===== config.mk =====
export PLATFORM = sky130hd
export DESIGN_NAME = wb_master_bridge
export DESIGN_NICKNAME = d
export VERILOG_FILES = /design/src/rtl/wb_master_bridge.sv
export SDC_FILE = /design/constraint.sdc
export NUM_CORES = 1
export LEC_CHECK = 0
export ABC_CLOCK_PERIOD_IN_PS = 2700
export CAP_MARGIN = 20
export CORE_ASPECT_RATIO = 0.75
export CORE_UTILIZATION = 43
export DETAILED_ROUTE_END_ITERATION = 7
export PLACE_DENSITY = 0.81
export SLEW_MARGIN = 10
export SYNTH_ARGS = -nofsm -noshare
export SYNTH_HDL_FRONTEND = slang
export SYNTH_SLANG_ARGS = --single-unit
export TNS_END_PERCENT = 20

===== constraint.sdc =====
create_clock -name wb_clk -period 2.7 [get_ports wb_clk]
set_input_delay 0.54 -clock wb_clk [delete_from_list [all_inputs] [get_ports wb_clk]]
set_output_delay 0.54 -clock wb_clk [all_outputs]
set_load 0.01 [all_outputs]

===== src/rtl/wb_master_bridge.sv =====
// Single-beat Wishbone B3 classic initiator: host valid/ready command in, one bus
// cycle out (with rty backoff and a no-response timeout), one response back.
module wb_master_bridge #(
  parameter int AW        = 32,
  parameter int TIMEOUT   = 255,
  parameter int MAX_RETRY = 3
) (
  input  logic          wb_clk,
  input  logic          wb_rst_n,
  input  logic          cmd_valid,
  output logic          cmd_ready,
  input  logic          cmd_we,
  input  logic [AW-1:0] cmd_adr,
  input  logic [31:0]   cmd_dat,
  input  logic [3:0]    cmd_sel,
  output logic          rsp_valid,
  input  logic          rsp_ready,
  output logic [31:0]   rsp_dat,
  output logic [1:0]    rsp_status,
  output logic [AW-1:0] wb_adr_o,
  output logic [31:0]   wb_dat_o,
  output logic [3:0]    wb_sel_o,
  output logic          wb_we_o,
  output logic          wb_cyc_o,
  output logic          wb_stb_o,
  output logic [2:0]    wb_cti_o,
  output logic [1:0]    wb_bte_o,
  input  logic [31:0]   wb_dat_i,
  input  logic          wb_ack_i,
  input  logic          wb_err_i,
  input  logic          wb_rty_i
);

  localparam logic [1:0] ST_OK  = 2'b00;
  localparam logic [1:0] ST_ERR = 2'b01;
  localparam logic [1:0] ST_TMO = 2'b10;
  localparam logic [1:0] ST_RTY = 2'b11;

  typedef enum logic [1:0] {IDLE, BUS, BACKOFF, RESP} state_t;

  typedef struct packed {
    logic          we;
    logic [AW-1:0] adr;
    logic [31:0]   dat;
    logic [3:0]    sel;
  } req_t;

  typedef struct packed {
    logic [31:0] dat;
    logic [1:0]  status;
  } rsp_t;

  state_t      state, state_n;
  req_t        req_q, req_n;
  rsp_t        rsp_q, rsp_n;
  logic [3:0]  rty_q, rty_n;
  logic [15:0] to_q, to_n;

  always_ff @(posedge wb_clk or negedge wb_rst_n) begin
    if (!wb_rst_n) begin
      state <= IDLE;
      req_q <= '0;
      rsp_q <= '0;
      rty_q <= '0;
      to_q  <= '0;
    end else begin
      state <= state_n;
      req_q <= req_n;
      rsp_q <= rsp_n;
      rty_q <= rty_n;
      to_q  <= to_n;
    end
  end

  // Terminations are only looked at in BUS, so anything the slave drives while
  // cyc is low (late or stuck ack) has no effect.
  always_comb begin
    state_n = state;
    req_n   = req_q;
    rsp_n   = rsp_q;
    rty_n   = rty_q;
    to_n    = to_q;
    case (state)
      IDLE: begin
        if (cmd_valid) begin
          req_n   = '{we: cmd_we, adr: cmd_adr, dat: cmd_dat, sel: cmd_sel};
          rty_n   = '0;
          to_n    = '0;
          state_n = BUS;
        end
      end
      BUS: begin
        if (wb_err_i) begin
          rsp_n   = '{dat: 32'h0, status: ST_ERR};
          state_n = RESP;
        end else if (wb_ack_i) begin
          rsp_n   = '{dat: (req_q.we ? 32'h0 : wb_dat_i), status: ST_OK};
          state_n = RESP;
        end else if (wb_rty_i) begin
          if (rty_q < 4'(MAX_RETRY)) begin
            rty_n   = rty_q + 4'd1;
            state_n = BACKOFF;
          end else begin
            rsp_n   = '{dat: 32'h0, status: ST_RTY};
            state_n = RESP;
          end
        end else if (to_q == 16'(TIMEOUT - 1)) begin
          // this is the TIMEOUT-th silent stb cycle
          rsp_n   = '{dat: 32'h0, status: ST_TMO};
          state_n = RESP;
        end else begin
          to_n = to_q + 16'd1;
        end
      end
      BACKOFF: begin
        to_n    = '0;
        state_n = BUS;
      end
      RESP: begin
        if (rsp_ready) state_n = IDLE;
      end
      default: state_n = IDLE;
    endcase
  end

  // Handshake and strobe outputs decode straight from state so reset clears them
  // without waiting for a clock.
  assign cmd_ready  = (state == IDLE);
  assign rsp_valid  = (state == RESP);
  assign wb_cyc_o   = (state == BUS);
  assign wb_stb_o   = (state == BUS);
  assign rsp_dat    = rsp_q.dat;
  assign rsp_status = rsp_q.status;
  assign wb_adr_o   = req_q.adr;
  assign wb_dat_o   = req_q.dat;
  assign wb_sel_o   = req_q.sel;
  assign wb_we_o    = req_q.we;
  assign wb_cti_o   = 3'b000;
  assign wb_bte_o   = 2'b00;

endmodule


==> results of run 1 <==
worst max-delay path by stage:
stage / cells past startpoint / endpoint / start
finish: 5 / to_q[7]$_DFFE_PN0P_ / to_q[12]$_DFFE_PN0P_
detailed placement: 5 / to_q[6]$_DFFE_PN0P_ / wb_err_i
global route: 5 / to_q[7]$_DFFE_PN0P_ / to_q[12]$_DFFE_PN0P_
CTS: 3 / wb_cyc_o / state[1]$_DFFE_PN0P_
global placement: 5 / to_q[14]$_DFFE_PN0P_ / wb_err_i
floorplan: 5 / to_q[7]$_DFFE_PN0P_ / to_q[8]$_DFFE_PN0P_
metrics by stage:
step / setup slack [ns] / instance area [µm²] / util, %
after floorplan: 0.562 / 5280 / -
after global placement: 0.238 / 7580 / 64.5
after detailed placement: 0.176 / 7580 / 64.5
after CTS: 0.239 / 8180 / 69.7
after global routing: 0.144 / 8180 / 69.7
final: 0.238 / 8180 / 69.7
registers in the layout, summed over array words and instances (netlist names):
signal	flops
rsp_dat	32
rsp_status	2
rty_q	4
state	2
to_q	16
wb_adr_o	32
wb_dat_o	32
wb_sel_o	4
wb_we_o	1
cells by family after synthesis:
kind of cell	share of synthesized area (%)
flops	59.4
buf+inv	3.76
simple gates	11.8
compound gates	9.30
fa+ha+maj	0.713
mux	15.0
other cells	0.0713
layer usage:
layer / wire length, µm / GRT usage (%) / vias to the layer above
met1: 5290 / 26.9 / 2042
met3: 1380 / 8.82 / 18
met5: 0 / 0 / -
met4: 190 / 7.78 / 0
met2: 6940 / 38.8 / 183
li1: - / - / 1990
synth_stat cells, types with 4 or more instances:
cell / n / area share (%)
nor3_1: 6 / 0.57
o21ai_0: 4 / 0.38
mux2_1: 21 / 4.5
inv_1: 7 / 0.50
a21oi_1: 5 / 0.48
nand3_1: 10 / 0.95
mux2_2: 48 / 10
nand4_1: 4 / 0.48
nor2_1: 14 / 1.0
clkbuf_1: 18 / 1.3
nand2_1: 76 / 5.4
or3_1: 4 / 0.48
dfrtp_1: 125 / 59
o31ai_1: 7 / 1.0
a31oi_1: 6 / 0.71
buf_4: 8 / 1.1
o21ai_1: 47 / 4.5
layout by cell type, fill, tap and decap left out, drive strengths merged, types with 4 or more instances in the layout:
cell,count
a21oi,5
a31oi,6
buf,11
clkbuf,18
clkdlybuf4s50,213
clkinv,7
conb,5
dfrtp,125
inv,9
mux2,69
nand2,76
nand3,10
nand4,4
nor2,14
nor3,6
o21ai,53
o31ai,7
or3,4
critical path, delay by kind of cell, from the launching register on:
family,cells,cell delay (ns)
compound gates,2,0.64
simple gates,3,1.26
flops,1,0.44
layout make-up:
class                   count  area, µm²
clock buffers              18        439
clock inverters            13        165
fillers                   842       3560
inverters                   7       26.3
multi-input cells         290       1970
flip-flops and latches    125       3130
well taps                 162        203
repair buffers            224       2250
where the power goes:
part	total (mW)	internal (mW)	switching, mW
registers	3.04	2.61	0.435
clock network	2.30	1.48	0.829
logic	3.55	2.06	1.49
==> flow_summary_export.csv, run 1 <==
group,metric,value,unit
timing,slew_headroom,62.9,%
detailed_routing,via_per_inst,5.05,
clock_tree,clock_sinks,125,
clock_tree,htreeDepth,4,
yosys,ys_ff_latch,125,
worst_setup_path,endpoint_kind,"flop",
clock_tree,clockRootBuffer,"clkbuf_16",
clock_tree,numCtsBuffers,17,
floorplan,rows,34,
worst_setup_path,crit_path_top_delay_cell,"or4_4",
grt,grt_first_pass_wirelength,22300,µm
worst_setup_path,worstPathRequired,2.99,ns
timing,fin_crit_sh,91.2,%
worst_setup_path,start_kind,"flop",
timing,rsz0062_at_grt,"false",
layout,antennaDiodeCount,0,
grt,gr-total-overflow,0,
grt,antenna_found_initial,0,
floorplan,die_x,130,µm
worst_setup_path,rrSetupSlack,0.24,ns
placed_design,routabilityCongestion,0.880,
placed_design,placed_cells,808,
detailed_routing,drtIter0Drc,202,
floorplan,io_pins,220,
yosys,syn-cell-area,5260,µm²
worst_setup_path,cp_max_fo,16,
timing,fmax,406,MHz
layout,drive_gt1_share,14.9,%
floorplan,fp.dieH,97.8,µm
timing,setup_viol,0,
grt,grt_usage,23.0,%
clock_tree,cts_resized,0,
yosys,netlist_instances,449,
timing,hold_ws,0.0845,ns
grt,grt_max_degree,72,
outcome,status,"finished, final reports clean",
power_and_ir_drop,ir_drop,821,µV
grt,first_global_vias,4431,
clock_tree,cts_tree,"done",
detailed_routing,drt_first_pass_iters,6,
clock_tree,clock_latency,0.41,ns
detailed_routing,finalWirelength,13800,µm
timing,drv_slew,0,
detailed_routing,drt-wirelength-per-cell,16.4,µm
detailed_routing,vias,4233,
timing,fin_worst_skew,0.00775,ns
worst_setup_path,slowest_delay,0.59,ns
worst_setup_path,crit_path_frequent_cell,"or4_4",
worst_hold_path,hp-class,"in2async",
detailed_routing,antenna_left,0,
yosys,synthFlopType,"dfrtp_1",
timing,hold_viol_final,0,
worst_setup_path,cp_data_arrival_time,2.75,ns
yosys,synth-edff-count,0,
clock_tree,postCtsHoldBufs,0,
placed_design,post-dp-hpwl,9980,µm
clock_tree,cts_buffer_depth,2,
worst_setup_path,r2r_cells,5,
yosys,ys_seq_area_share,59.4,%
timing,fin_tns_setup,0,ns
yosys,yosysWarnings,0,
timing,period_needed,2.46,ns
clock_tree,post_cts_buffers,0,
timing,worst_pin_slew,0.557,ns
power_and_ir_drop,p_total,8.90,mW
worst_setup_path,cp_cell_sequence,"or4_4 > or4_4 > o21ai_4 > nor3_1 > o221a_1",
floorplan,die_area,12700,µm²
floorplan,start_util,44.8,%
placed_design,io_buffers,214,
yosys,avgSynthCellArea,11.7,µm²
run,maxCapViolations,0,
worst_setup_path,rr_startpoint,"to_q[12]$_DFFE_PN0P_",
power_and_ir_drop,leakagePower,3.37,nW
yosys,synth_cell_types,45,
clock_tree,clkTransAtPathRegs,0.06,ns
layout,stdcell_count,839,
worst_setup_path,criticalPathCategory,"reg2reg",
power_and_ir_drop,power_density,1090,nW/µm²
worst_setup_path,r2r_end,"to_q[7]$_DFFE_PN0P_",
yosys,synthArstFlopShare,100,%
detailed_routing,drc,0,
layout,nets,776,
layout,area_growth_syn_to_layout,55.5,%
floorplan,coreArea,11700,µm²
Power figures use the tool's default switching activity.
==> run 2: changes to the inputs <==
- ABC_CLOCK_PERIOD_IN_PS: 2700 -> 3100
- CORE_UTILIZATION: 43 -> 46
- PLACE_DENSITY: 0.81 -> 0.85
- clock period: 2.7 -> 3.1 ns (I/O delays scaled with it)
==> run 2 against run 1 <==
Effect of this change: the flow now finishes with violations (design-rule violations); critical path type is now reg2out; die area shrank 6.4%; non-clock buffer count shrank 4; global-route usage grew 1.1 points; core utilization grew 3.4 points; hold slack gained 0.072 ns; sequential power shrank 12%; largest cell class unchanged; power shrank 15%; register-to-register slack gained 0.38 ns; clock-buffer cell count grew 5; critical path depth shrank 2; clock skew grew 0.0016 ns; sequential share of layout area grew 0.61 points.
==> flow_summary_export.csv, run 2 (synthesized netlist as in run 1, its figures left out) <==
group,metric,value,unit
outcome,status,"finished with violations",
outcome,violations,"design-rule violations",
layout,finish.instance_area,8060,µm²
power_and_ir_drop,p_seq_share,35.4,%
detailed_routing,drc,10,
power_and_ir_drop,clockPowerShare,23.7,%
worst_setup_path,crit_path_top_delay_cell,"dfrtp_1",
timing,slew_headroom,56.4,%
placed_design,dpl_cell_area,7520,µm²
detailed_routing,via_per_inst,5.22,
worst_setup_path,crit_buf_inv,2,
clock_tree,htreeDepth,4,
run,maxCapViolations,0,
power_and_ir_drop,switching_share,31.4,%
floorplan,io_pins,220,
worst_hold_path,hp-class,"in2async",
floorplan,die_area,11900,µm²
power_and_ir_drop,power_density,940,nW/µm²
clock_tree,clkTransAtPathRegs,0.05,ns
worst_setup_path,cp_data_arrival_time,1.92,ns
clock_tree,clockRootBuffer,"clkbuf_16",
timing,rsz0062_at_grt,"false",
power_and_ir_drop,p_switching,2.38,mW
clock_tree,cts_resized,0,
floorplan,start_util,47.7,%
detailed_routing,vias,4236,
detailed_routing,drt_first_pass_iters,7,
power_and_ir_drop,leakagePower,3.32,nW
worst_setup_path,worstPathRequired,2.48,ns
placed_design,post-dp-hpwl,9880,µm
timing,period_needed,2.54,ns
power_and_ir_drop,ir_drop,591,µV
grt,gr-total-overflow,0,
detailed_routing,antenna_left,0,
floorplan,rows,33,
timing,fin_worst_skew,0.00932,ns
worst_setup_path,slowest_delay,0.59,ns
layout,nets,772,
detailed_routing,drt-wirelength-per-cell,16.9,µm
worst_setup_path,crit_family,"buffers and inverters",
worst_setup_path,criticalPathCategory,"reg2out",
layout,antennaDiodeCount,0,
floorplan,coreArea,11000,µm²
floorplan,die_x,126,µm
layout,stdcell_count,812,
layout,fill_cells,719,
timing,drv_slew,0,
layout,layout_commonest_cell,"clkdlybuf4s50_1",
clock_tree,cts_buffer_depth,2,
layout,final_cell_mix,"213 x clkdlybuf4s50_1, 125 x dfrtp_1, 76 x nand2_1, 48 x mux2_2, 46 x o21ai_1",
layout,drive_gt1_share,13.7,%
placed_design,placed_cells,782,
timing,fmax,393,MHz
worst_setup_path,cp_max_fo,15,
grt,first_global_vias,4367,
timing,fin_tns_setup,0,ns
floorplan,fp.dieH,94.6,µm
grt,grt_first_pass_wirelength,21900,µm
clock_tree,cts_tree,"done",
timing,worst_pin_slew,0.651,ns
clock_tree,clock_sinks,125,
worst_setup_path,endpoint_kind,"output port",
placed_design,io_buffers,214,
power_and_ir_drop,p_comb_share,41.0,%
clock_tree,post_cts_buffers,0,
clock_tree,postCtsHoldBufs,0,
grt,antenna_found_initial,0,
grt,grt_usage,24.1,%
clock_tree,numCtsBuffers,17,
timing,setup_viol,0,
worst_setup_path,cp_cell_sequence,"nand2b_4 > inv_1 > clkdlybuf4s50_1",
detailed_routing,finalWirelength,13800,µm
timing,hold_viol_final,0,
worst_setup_path,start_kind,"flop",
layout,area_growth_syn_to_layout,53.1,%
placed_design,routabilityCongestion,0.884,
grt,grt_max_degree,94,
detailed_routing,drtIter0Drc,198,
timing,fin_crit_sh,82.0,%
power_and_ir_drop,p_int,5.19,mW
clock_tree,clock_latency,0.40,ns
run 2: power by group through the flow:
| stage | Sequential (mW) | Combinational [mW] | Clock, mW |
|---|---|---|---|
| floorplan | 2.90 | 1.12 | 0 |
| detailed placement | 2.69 | 3.11 | 0 |
| global route | 2.76 | 3.30 | 1.90 |
| global placement | 2.64 | 3.03 | 0 |
| finish | 2.68 | 3.10 | 1.79 |
| CTS | 2.68 | 3.14 | 1.83 |
run 2: final timing paths:
kind                       slack, ns  depth (start not counted)                      end                     from
max                             0.56                          3                 wb_cyc_o     state[0]$_DFFE_PN0P_
min                             0.16                          1  rsp_dat[10]$_DFFE_PN0P_                 wb_rst_n
max reg2reg                     0.62                          5      to_q[7]$_DFFE_PN0P_      to_q[8]$_DFFE_PN0P_
min reg2reg                     0.48                          1  wb_dat_o[8]$_DFFE_PN0P_  wb_dat_o[8]$_DFFE_PN0P_
max in group asynchronous       2.11                          2  wb_adr_o[1]$_DFFE_PN0P_                 wb_rst_n
min in group wb_clk             0.48                          1  wb_dat_o[8]$_DFFE_PN0P_  wb_dat_o[8]$_DFFE_PN0P_
run 2: per-stage QoR:
step                      hold slack (ns)  utilization [%]  power [mW]  setup slack, ns
after floorplan                     0.324                -        4.02            0.962
after global placement              0.469             68.2        5.67            0.371
after detailed placement            0.475             68.2        5.80            0.323
after CTS                           0.157             73.1        7.65            0.539
after global routing                0.175             73.1        7.96            0.492
final                               0.157             73.1        7.57            0.558
run 2: worst register-to-register path, delay by kind of cell, from the launching register on:
family | cells | cell delay [ns]
AOI/OAI and AO/OA | 2 | 0.66
DFF | 1 | 0.45
and+or+nand+nor | 3 | 1.26
run 2: layout make-up:
| class | count | area, µm² | share of cell area (%) |
|---|---|---|---|
| well taps | 140 | 175 | 2.17 |
| multi-input cells | 290 | 1970 | 24.4 |
| flip-flops and latches | 125 | 3130 | 38.8 |
| clock buffers | 23 | 468 | 5.81 |
| inverters | 7 | 26.3 | 0.326 |
| clock inverters | 7 | 66.3 | 0.823 |
| repair buffers | 220 | 2220 | 27.6 |
run 2: metal layers:
metal / wire (µm) / track usage (%) / up-vias
met1: 5270 / 26.4 / 2030
met5: 0 / 0 / -
met2: 6970 / 42.5 / 193
li1: - / - / 1989
met3: 1250 / 9.24 / 24
met4: 276 / 10.1 / 0
